==> config.mk <==
export PLATFORM = sky130hd
export DESIGN_NAME = imm_gen_pipe
export DESIGN_NICKNAME = d
export VERILOG_FILES = /design/src/rtl/imm_gen_pipe.sv
export SDC_FILE = /design/constraint.sdc
export NUM_CORES = 1
export LEC_CHECK = 0
export CORE_ASPECT_RATIO = 0.9
export CORE_MARGIN = 4
export CORE_UTILIZATION = 50
export DETAILED_ROUTE_END_ITERATION = 10
export PLACE_DENSITY_LB_ADDON = 0.2
export SYNTH_ARGS = -nofsm -noshare
export SYNTH_HDL_FRONTEND = slang
export SYNTH_SLANG_ARGS = --single-unit
==> constraint.sdc <==
create_clock -name clk -period 2.1 [get_ports clk]
set_clock_uncertainty 0.1 [all_clocks]
set_input_delay 0.42 -clock clk [delete_from_list [all_inputs] [get_ports clk]]
set_output_delay 0.42 -clock clk [all_outputs]
set_load 0.05 [all_outputs]
==> src/rtl/imm_gen_pipe.sv <==
`default_nettype none
// ============================================================================
// Module   : imm_gen_pipe
// Purpose  : Pipelined immediate generator for the decode stage. Extracts the
//            I/S/B/J/U/CSR-zimm immediate from an instruction word, extends it
//            to XLEN bits and delivers it one cycle later from a registered
//            output with a one-entry skid buffer. A tag rides along with each
//            word. Flush discards everything held or arriving that cycle.
// Options  : IMMGEN_AUTODEC_EN - derive the format from the opcode, ignoring sel
// Revision : 1.0 - initial release
// ============================================================================
module imm_gen_pipe #(
  parameter int XLEN  = 32,
  parameter int TAG_W = 32
) (
  input  logic             clk,
  input  logic             rst_n,
  input  logic             in_valid,
  output logic             in_ready,
  input  logic [31:0]      ins,
  input  logic [2:0]       sel,
  input  logic [TAG_W-1:0] in_tag,
  input  logic             flush,
  output logic             out_valid,
  input  logic             out_ready,
  output logic [XLEN-1:0]  out_imm,
  output logic [TAG_W-1:0] out_tag,
  output logic             out_illegal
);

  // Internal format codes; the non-autodecode build uses sel directly, so the
  // codes match the sel encoding and 6/7 fall into the illegal default.
  localparam logic [2:0] FMT_I = 3'd0;
  localparam logic [2:0] FMT_S = 3'd1;
  localparam logic [2:0] FMT_B = 3'd2;
  localparam logic [2:0] FMT_J = 3'd3;
  localparam logic [2:0] FMT_U = 3'd4;
  localparam logic [2:0] FMT_Z = 3'd5;
  localparam logic [2:0] FMT_X = 3'd7;

  logic [2:0]      w_fmt;
  logic [31:0]     w_imm32;
  logic            w_illegal;
  logic [XLEN-1:0] w_imm;
  logic            w_accept;
  logic            w_pop;

  // Main output register (M) and skid register (K)
  logic             m_valid_q, m_valid_d;
  logic [XLEN-1:0]  m_imm_q,   m_imm_d;
  logic [TAG_W-1:0] m_tag_q,   m_tag_d;
  logic             m_ill_q,   m_ill_d;
  logic             k_valid_q, k_valid_d;
  logic [XLEN-1:0]  k_imm_q,   k_imm_d;
  logic [TAG_W-1:0] k_tag_q,   k_tag_d;
  logic             k_ill_q,   k_ill_d;

`ifdef IMMGEN_AUTODEC_EN
  logic w_sel_unused;
  assign w_sel_unused = ^sel;

  // Format chosen from the major opcode; SYSTEM splits on funct3[2] (zimm forms)
  always_comb begin
    w_fmt = FMT_X;
    case (ins[6:0])
      7'b0000011, 7'b0010011, 7'b0011011, 7'b1100111: w_fmt = FMT_I;
      7'b0100011:                                     w_fmt = FMT_S;
      7'b1100011:                                     w_fmt = FMT_B;
      7'b1101111:                                     w_fmt = FMT_J;
      7'b0110111, 7'b0010111:                         w_fmt = FMT_U;
      7'b1110011:                                     w_fmt = ins[14] ? FMT_Z : FMT_I;
      default:                                        w_fmt = FMT_X;
    endcase
  end
`else
  logic w_opcode_unused;
  assign w_opcode_unused = ^ins[6:0];

  // Format taken straight from the select input
  always_comb begin
    w_fmt = sel;
  end
`endif

  // Field extraction to a 32-bit value already sign-extended from the format's
  // top bit; zimm has a zero top bit so the later XLEN extension keeps it unsigned.
  always_comb begin
    w_imm32   = 32'd0;
    w_illegal = 1'b0;
    case (w_fmt)
      FMT_I:   w_imm32 = {{20{ins[31]}}, ins[31:20]};
      FMT_S:   w_imm32 = {{20{ins[31]}}, ins[31:25], ins[11:7]};
      FMT_B:   w_imm32 = {{19{ins[31]}}, ins[31], ins[7], ins[30:25], ins[11:8], 1'b0};
      FMT_J:   w_imm32 = {{11{ins[31]}}, ins[31], ins[19:12], ins[20], ins[30:21], 1'b0};
      FMT_U:   w_imm32 = {ins[31:12], 12'd0};
      FMT_Z:   w_imm32 = {27'd0, ins[19:15]};
      default: w_illegal = 1'b1;
    endcase
  end

  generate
    if (XLEN > 32) begin : g_ext_wide
      assign w_imm = {{(XLEN-32){w_imm32[31]}}, w_imm32};
    end else begin : g_ext_narrow
      assign w_imm = w_imm32[XLEN-1:0];
    end
  endgenerate

  assign w_accept = in_valid && !k_valid_q;
  assign w_pop    = m_valid_q && out_ready;

  // Next-state for the M/K pair: pop refills M from K (or the input), a
  // non-popped accept lands in M if empty, otherwise in K.
  always_comb begin
    m_valid_d = m_valid_q;
    m_imm_d   = m_imm_q;
    m_tag_d   = m_tag_q;
    m_ill_d   = m_ill_q;
    k_valid_d = k_valid_q;
    k_imm_d   = k_imm_q;
    k_tag_d   = k_tag_q;
    k_ill_d   = k_ill_q;
    if (flush) begin
      m_valid_d = 1'b0;
      k_valid_d = 1'b0;
    end else if (w_pop) begin
      if (k_valid_q) begin
        m_valid_d = 1'b1;
        m_imm_d   = k_imm_q;
        m_tag_d   = k_tag_q;
        m_ill_d   = k_ill_q;
        k_valid_d = 1'b0;
      end else if (w_accept) begin
        m_valid_d = 1'b1;
        m_imm_d   = w_imm;
        m_tag_d   = in_tag;
        m_ill_d   = w_illegal;
      end else begin
        m_valid_d = 1'b0;
      end
    end else if (w_accept) begin
      if (!m_valid_q) begin
        m_valid_d = 1'b1;
        m_imm_d   = w_imm;
        m_tag_d   = in_tag;
        m_ill_d   = w_illegal;
      end else begin
        k_valid_d = 1'b1;
        k_imm_d   = w_imm;
        k_tag_d   = in_tag;
        k_ill_d   = w_illegal;
      end
    end
  end

  // State registers with synchronous active-low reset
  always_ff @(posedge clk) begin
    if (!rst_n) begin
      m_valid_q <= 1'b0;
      m_imm_q   <= '0;
      m_tag_q   <= '0;
      m_ill_q   <= 1'b0;
      k_valid_q <= 1'b0;
      k_imm_q   <= '0;
      k_tag_q   <= '0;
      k_ill_q   <= 1'b0;
    end else begin
      m_valid_q <= m_valid_d;
      m_imm_q   <= m_imm_d;
      m_tag_q   <= m_tag_d;
      m_ill_q   <= m_ill_d;
      k_valid_q <= k_valid_d;
      k_imm_q   <= k_imm_d;
      k_tag_q   <= k_tag_d;
      k_ill_q   <= k_ill_d;
    end
  end

  assign in_ready    = !k_valid_q;
  assign out_valid   = m_valid_q;
  assign out_imm     = m_imm_q;
  assign out_tag     = m_tag_q;
  assign out_illegal = m_ill_q;

endmodule
`default_nettype wire

### Yosys cells after proc, flatten, opt, wreduce, memory -nomap -nowiden

Cells that the tools add are included.

| operators by class | value |
|---|---|
| divide/modulo/power cells | 0 |
| magnitude comparators | 0 |
| shifts and indexed selects | 0 |
| $add $sub $neg | 0 |
| equal/unequal tests | 6 |
| mux-type cells | 21 |
| $mul | 0 |
| reduce and logical (&&, ||, !) cells | 12 |
| bitwise operators | 3 |

Operators with widths:

| kind | count |
|---|---|
| two-way mux 32 bit | 10 |
| one-hot mux 32 bit (6 select lines) | 1 |
| two-way mux 1 bit | 10 |
| AND reduction 4 bit | 2 |
| == test 3 x 2 -> 1 bit, second input constant | 2 |
| == test 3 bit, second input constant | 2 |
| OR reduction 6 bit | 1 |
| nonzero test 2 bit | 2 |
| == test 3 x 1 -> 1 bit, second input constant | 1 |
| zero test 3 bit | 1 |
| NOT 1 bit | 3 |
| OR reduction 3 bit | 1 |
| logical AND 1 bit | 2 |
| inequality test 2 bit, second input constant | 1 |
| AND reduction 2 bit | 1 |
| OR reduction 2 bit | 1 |
| zero test 1 bit | 1 |

| word-level totals | value |
|---|---|
| RAM bits | 0 |
| register bits after elaboration | 132 |
| output and inout port bits | 67 |
| bits of input ports | 72 |
| logic and storage cells | 50 |
| memory bits (read-only) | 0 |
| memories kept | 0 |
| bits in latches | 0 |

### Logic depth before layout (Yosys ltp)

| depth | value |
|---|---|
| depth in word-level cells | 6 |
| mapped depth | 7 |
| mapped depth without buffers | 4 |

### Worst setup path before layout

No wires, ideal clock.

| timing | value |
|---|---|
| path kind | register to register |
| start | register m_valid_q, in the netlist out_valid |
| end | register m_imm_q[5], in the netlist out_imm[5] |
| buffers on the path | 2 |
| setup time | 0.133 ns |
| period minus slack after synthesis | 1.967 ns |
| setup slack | 0.133 ns |
| data required time | 1.867 ns |
| arrival | 1.734 ns |
| cell stages (with the launch flop) | 6 |
| cell sequence | dfxtp_1 > nand2_1 > a211oi_4 > buf_2 > buf_2 > a311oi_1 |

| on the way | value |
|---|---|
| cells in the longest elaborated chain, start to end | 3 |
| elaborated cells between the ends (all ways) | 5 |
| those cells by class | eq/ne (1); mux (1); reduce/logical (3) |

RTL lines:

| item | RTL line | RTL |
|---|---|---|
| from (decl) | 49 | `logic m_valid_q, m_valid_d;` |
| from (signal assigned) | 168 | `m_valid_q <= m_valid_d;` |
| logical AND 1 bit | 110 | `assign w_pop = m_valid_q && out_ready;` |
| inequality test 2 bit (no line) or nonzero test 2 bit (tied branches) | -- |  |
| AND reduction 4 bit (no line) | -- |  |
| to (signal assigned) | 169 | `m_imm_q <= m_imm_d;` |
| to (decl) | 50 | `logic [XLEN-1:0] m_imm_q, m_imm_d;` |

Several ways; a longest one is shown, not always the timed one.
A chain may end at the register's enable or synchronous reset.

### Worst setup path in the final report

| timing | value |
|---|---|
| start | register m_tag_q[5], in the netlist out_tag[5] |
| end | output out_tag[5] |

RTL lines:

| item | RTL line | RTL |
|---|---|---|
| from (decl) | 51 | `logic [TAG_W-1:0] m_tag_q, m_tag_d;` |
| from (signal assigned) | 170 | `m_tag_q <= m_tag_d;` |
| to (decl) | 27 | `output logic [TAG_W-1:0] out_tag,` |

No word-level cell between the ends.

==> results.cfg <==
[detailed_routing]
drt-initial-drc-count = 588
remaining_drc_errors = 0
vias = 5859
wl_per_cell_um = 16.3
dr.pass1.iters = 5
wl_um = 16900
antenna_left = 0
vias_per_cell = 5.68

[clocking]
numClockSinks = 132
clk_latency_ps = 420
path_clk_slew_ps = 60
cts_hold_buf = 0
cts_tree = done
clockBufferDepth = 2
postCtsSetupBuffers = 0
h-tree-depth = 4
cts_root_buffer = clkbuf_16
cts_buffers = 17

[global_routing]
grt_util_all_layers_pct = 25.5
grt.overflow.total = 0
grt_max_degree = 70
grt_pass1_vias = 5678
antenna_found_initial = 0
grt_pass1_wl_um = 27000

[sta]
maxSlewHeadroom_pct = 64.9
timing.fmax_mhz = 480
hold_violations = 0
min_period_over_period_pct = 99.3
slew_viol_final = 0
min_period_ps = 2080
setup_viol = 0
setup_ws_ps = 15.7
tightest_slew_ps = 525

[floorplan]
fp.dieW_um = 121
core_area_um2 = 11000
die_area_um2 = 13300
die_h_um = 110
ioPinCount = 139
initial_core_util_pct = 52.0
num_rows = 36

[synthesis]
yosys.area_share.simple_pct = 24.3
yosys.area_share.adder_pct = 0
synth_top_family_by_area = simple AND/OR/NAND/NOR gates
synthMuxAreaShare_pct = 1.07
yosys_warnings = 0
synth.avg_cell_area_um2 = 7.83
synth-xor-area-share_pct = 0.153
synthesis.instances = 733
async_flop_share_pct = 0
ys_ff_latch = 132
synth_compound_gate_area_share_pct = 22.9
synth_edf_count = 0
netlist_area_um2 = 5740
ys_types = 42
synth_flop_cell = dfxtp_1
syn_nets = 805
ys_seq_area_share_pct = 46.0

[worst_setup_path]
slowest_delay_ps = 810
crit_slowest_cell = clkdlybuf4s50_1
cp_data_arrival_time_ps = 1560
reg2reg_from = out_valid$_SDFFE_PP0P_
cp.required_ps = 1580
worstPathMaxFanout = 2
crit_type = flip-flop to output port
crit_family = buffers and inverters
cp_cell_sequence = clkdlybuf4s50_1
cp-start-kind = flip-flop
startpoint = out_tag[5]$_SDFFE_PN0P_
worst-path-buf-inv = 1
crit_path_end_kind = output port

[pwr]
vdd_drop_max_mv = 0.493
powerDensity_nw_per_um2 = 833
leakage_nw = 3.49
seq_power_share_pct = 39.5
intPower_mw = 4.92
switching_share_pct = 26.9
power_frac_comb_pct = 16.2
power.switching_mw = 1.81
pwr-share-clk_pct = 44.3

[placed_design]
io_buffers = 131
dpl_cell_area_um2 = 7430
hpwl_um = 11500
place_congestion = 0.852
dpl_worst_slack_ps = -246

[run_status]
status = finished, final reports clean

[worst_hold_path]
hold_path.class = flip-flop to flip-flop
worstHoldStart = k_imm_q[12]$_SDFFE_PN0P_

[final_layout]
drive_above_1_share_pct = 12.7
final_util_pct = 73.2
final_common_cell = nand2_1
final_cell_mix = nand2_1 (204), dfxtp_1 (132), clkdlybuf4s50_1 (73), a21oi_1 (69), buf_4 (59)
num_antenna_cells = 0
final_area_um2 = 8080
fin_nets = 939
areaGrowthSynthToFinish_pct = 40.7

[flow_run]
cap_violations = 0
-- per-layer routing --
metal | track usage [%] | share of wire (%) | vias up
met2 | 43.0 | 49 | 225
met3 | 6.74 | 7.9 | 38
met5 | 0 | 0 | -
li1 | - | - | 2822
met4 | 9.95 | 2.5 | 0
met1 | 31.4 | 41 | 2774
-- state kept, by name, summed over array words and instances, names as in the netlist --
register / count
k_imm_q: 32
k_tag_q: 32
out_imm: 32
out_tag: 32
k_ill_q: 1
k_valid_q: 1
out_illegal: 1
out_valid: 1
-- logic make-up (layout without fill, tap and decap cells) --
family          after synthesis  in the layout
simple gates                314            314
compound gates              205            205
mux                           6              6
buf+inv                      75            222
xor+xnor                      1              1
flops                       132            132
-- stage by stage --
| step | total power, mW | hold slack (ps) | setup TNS (ps) | instances |
|---|---|---|---|---|
| 6_report | 6.73 | 353 | 0 | 1032 |
| 5_1_grt | 6.94 | 369 | -11.7 | 1032 |
| 4_1_cts | 6.77 | 353 | 0 | 1032 |
| 3_5_place_dp | 3.81 | 345 | -17820 | 1000 |
| 3_3_place_gp | 3.79 | 338 | -9450 | 1000 |
| 2_1_floorplan | 3.35 | 333 | 0 | 733 |
-- final timing paths --
| kind | cells after the start | slack [ps] | endpoint |
|---|---|---|---|
| setup reg to reg | 5 | 160 | out_tag[21]$_SDFFE_PN0P_ |
| hold reg to reg | 2 | 350 | k_imm_q[12]$_SDFFE_PN0P_ |
| hold / removal | 2 | 350 | k_imm_q[12]$_SDFFE_PN0P_ |
| setup / recovery | 1 | 20 | out_tag[5] |
-- Yosys cell counts (3+ instances only) --
cell type / instances / area (um2)
nor2_1: 48 / 180
a31oi_1: 22 / 138
nand2b_1: 9 / 56.3
o211a_1: 3 / 30.0
mux2i_1: 5 / 50.1
dfxtp_1: 132 / 2640
a21o_1: 5 / 37.5
buf_2: 30 / 150
or4bb_1: 8 / 90.1
a311oi_1: 38 / 333
nand3_1: 7 / 35.0
a21oi_1: 69 / 345
a211oi_1: 8 / 60.1
inv_1: 4 / 15.0
o21ai_1: 5 / 25.0
nand4_1: 8 / 50.1
nor2b_1: 8 / 50.1
nand4b_1: 8 / 70.1
o21ai_0: 41 / 205
nand2_1: 204 / 766
clkbuf_1: 39 / 146
-- power groups by stage --
stage	registers (mW)	logic [mW]	clock network (mW)
after floorplan	3.00	0.344	0
final	2.66	1.09	2.98
after global routing	2.67	1.16	3.12
after detailed placement	2.71	1.10	0
after CTS	2.66	1.09	3.02
after global placement	2.71	1.08	0
-- what timing repair did --
action / in CTS / in global routing
setup endpoints to repair: 19 / 27
hold endpoints to repair: 0 / 0
resized for setup: 19 / 27
-- layout make-up --
class                   instances  area, um2
flip-flops and latches        132       2640
clock inverters                13        159
repair buffers                186       1840
fillers                       854       2960
clock buffers                  19        443
inverters                       4       15.0
multi-input cells             526       2790
well taps                     152        190
Note: power is estimated with default switching activity, not from simulation.
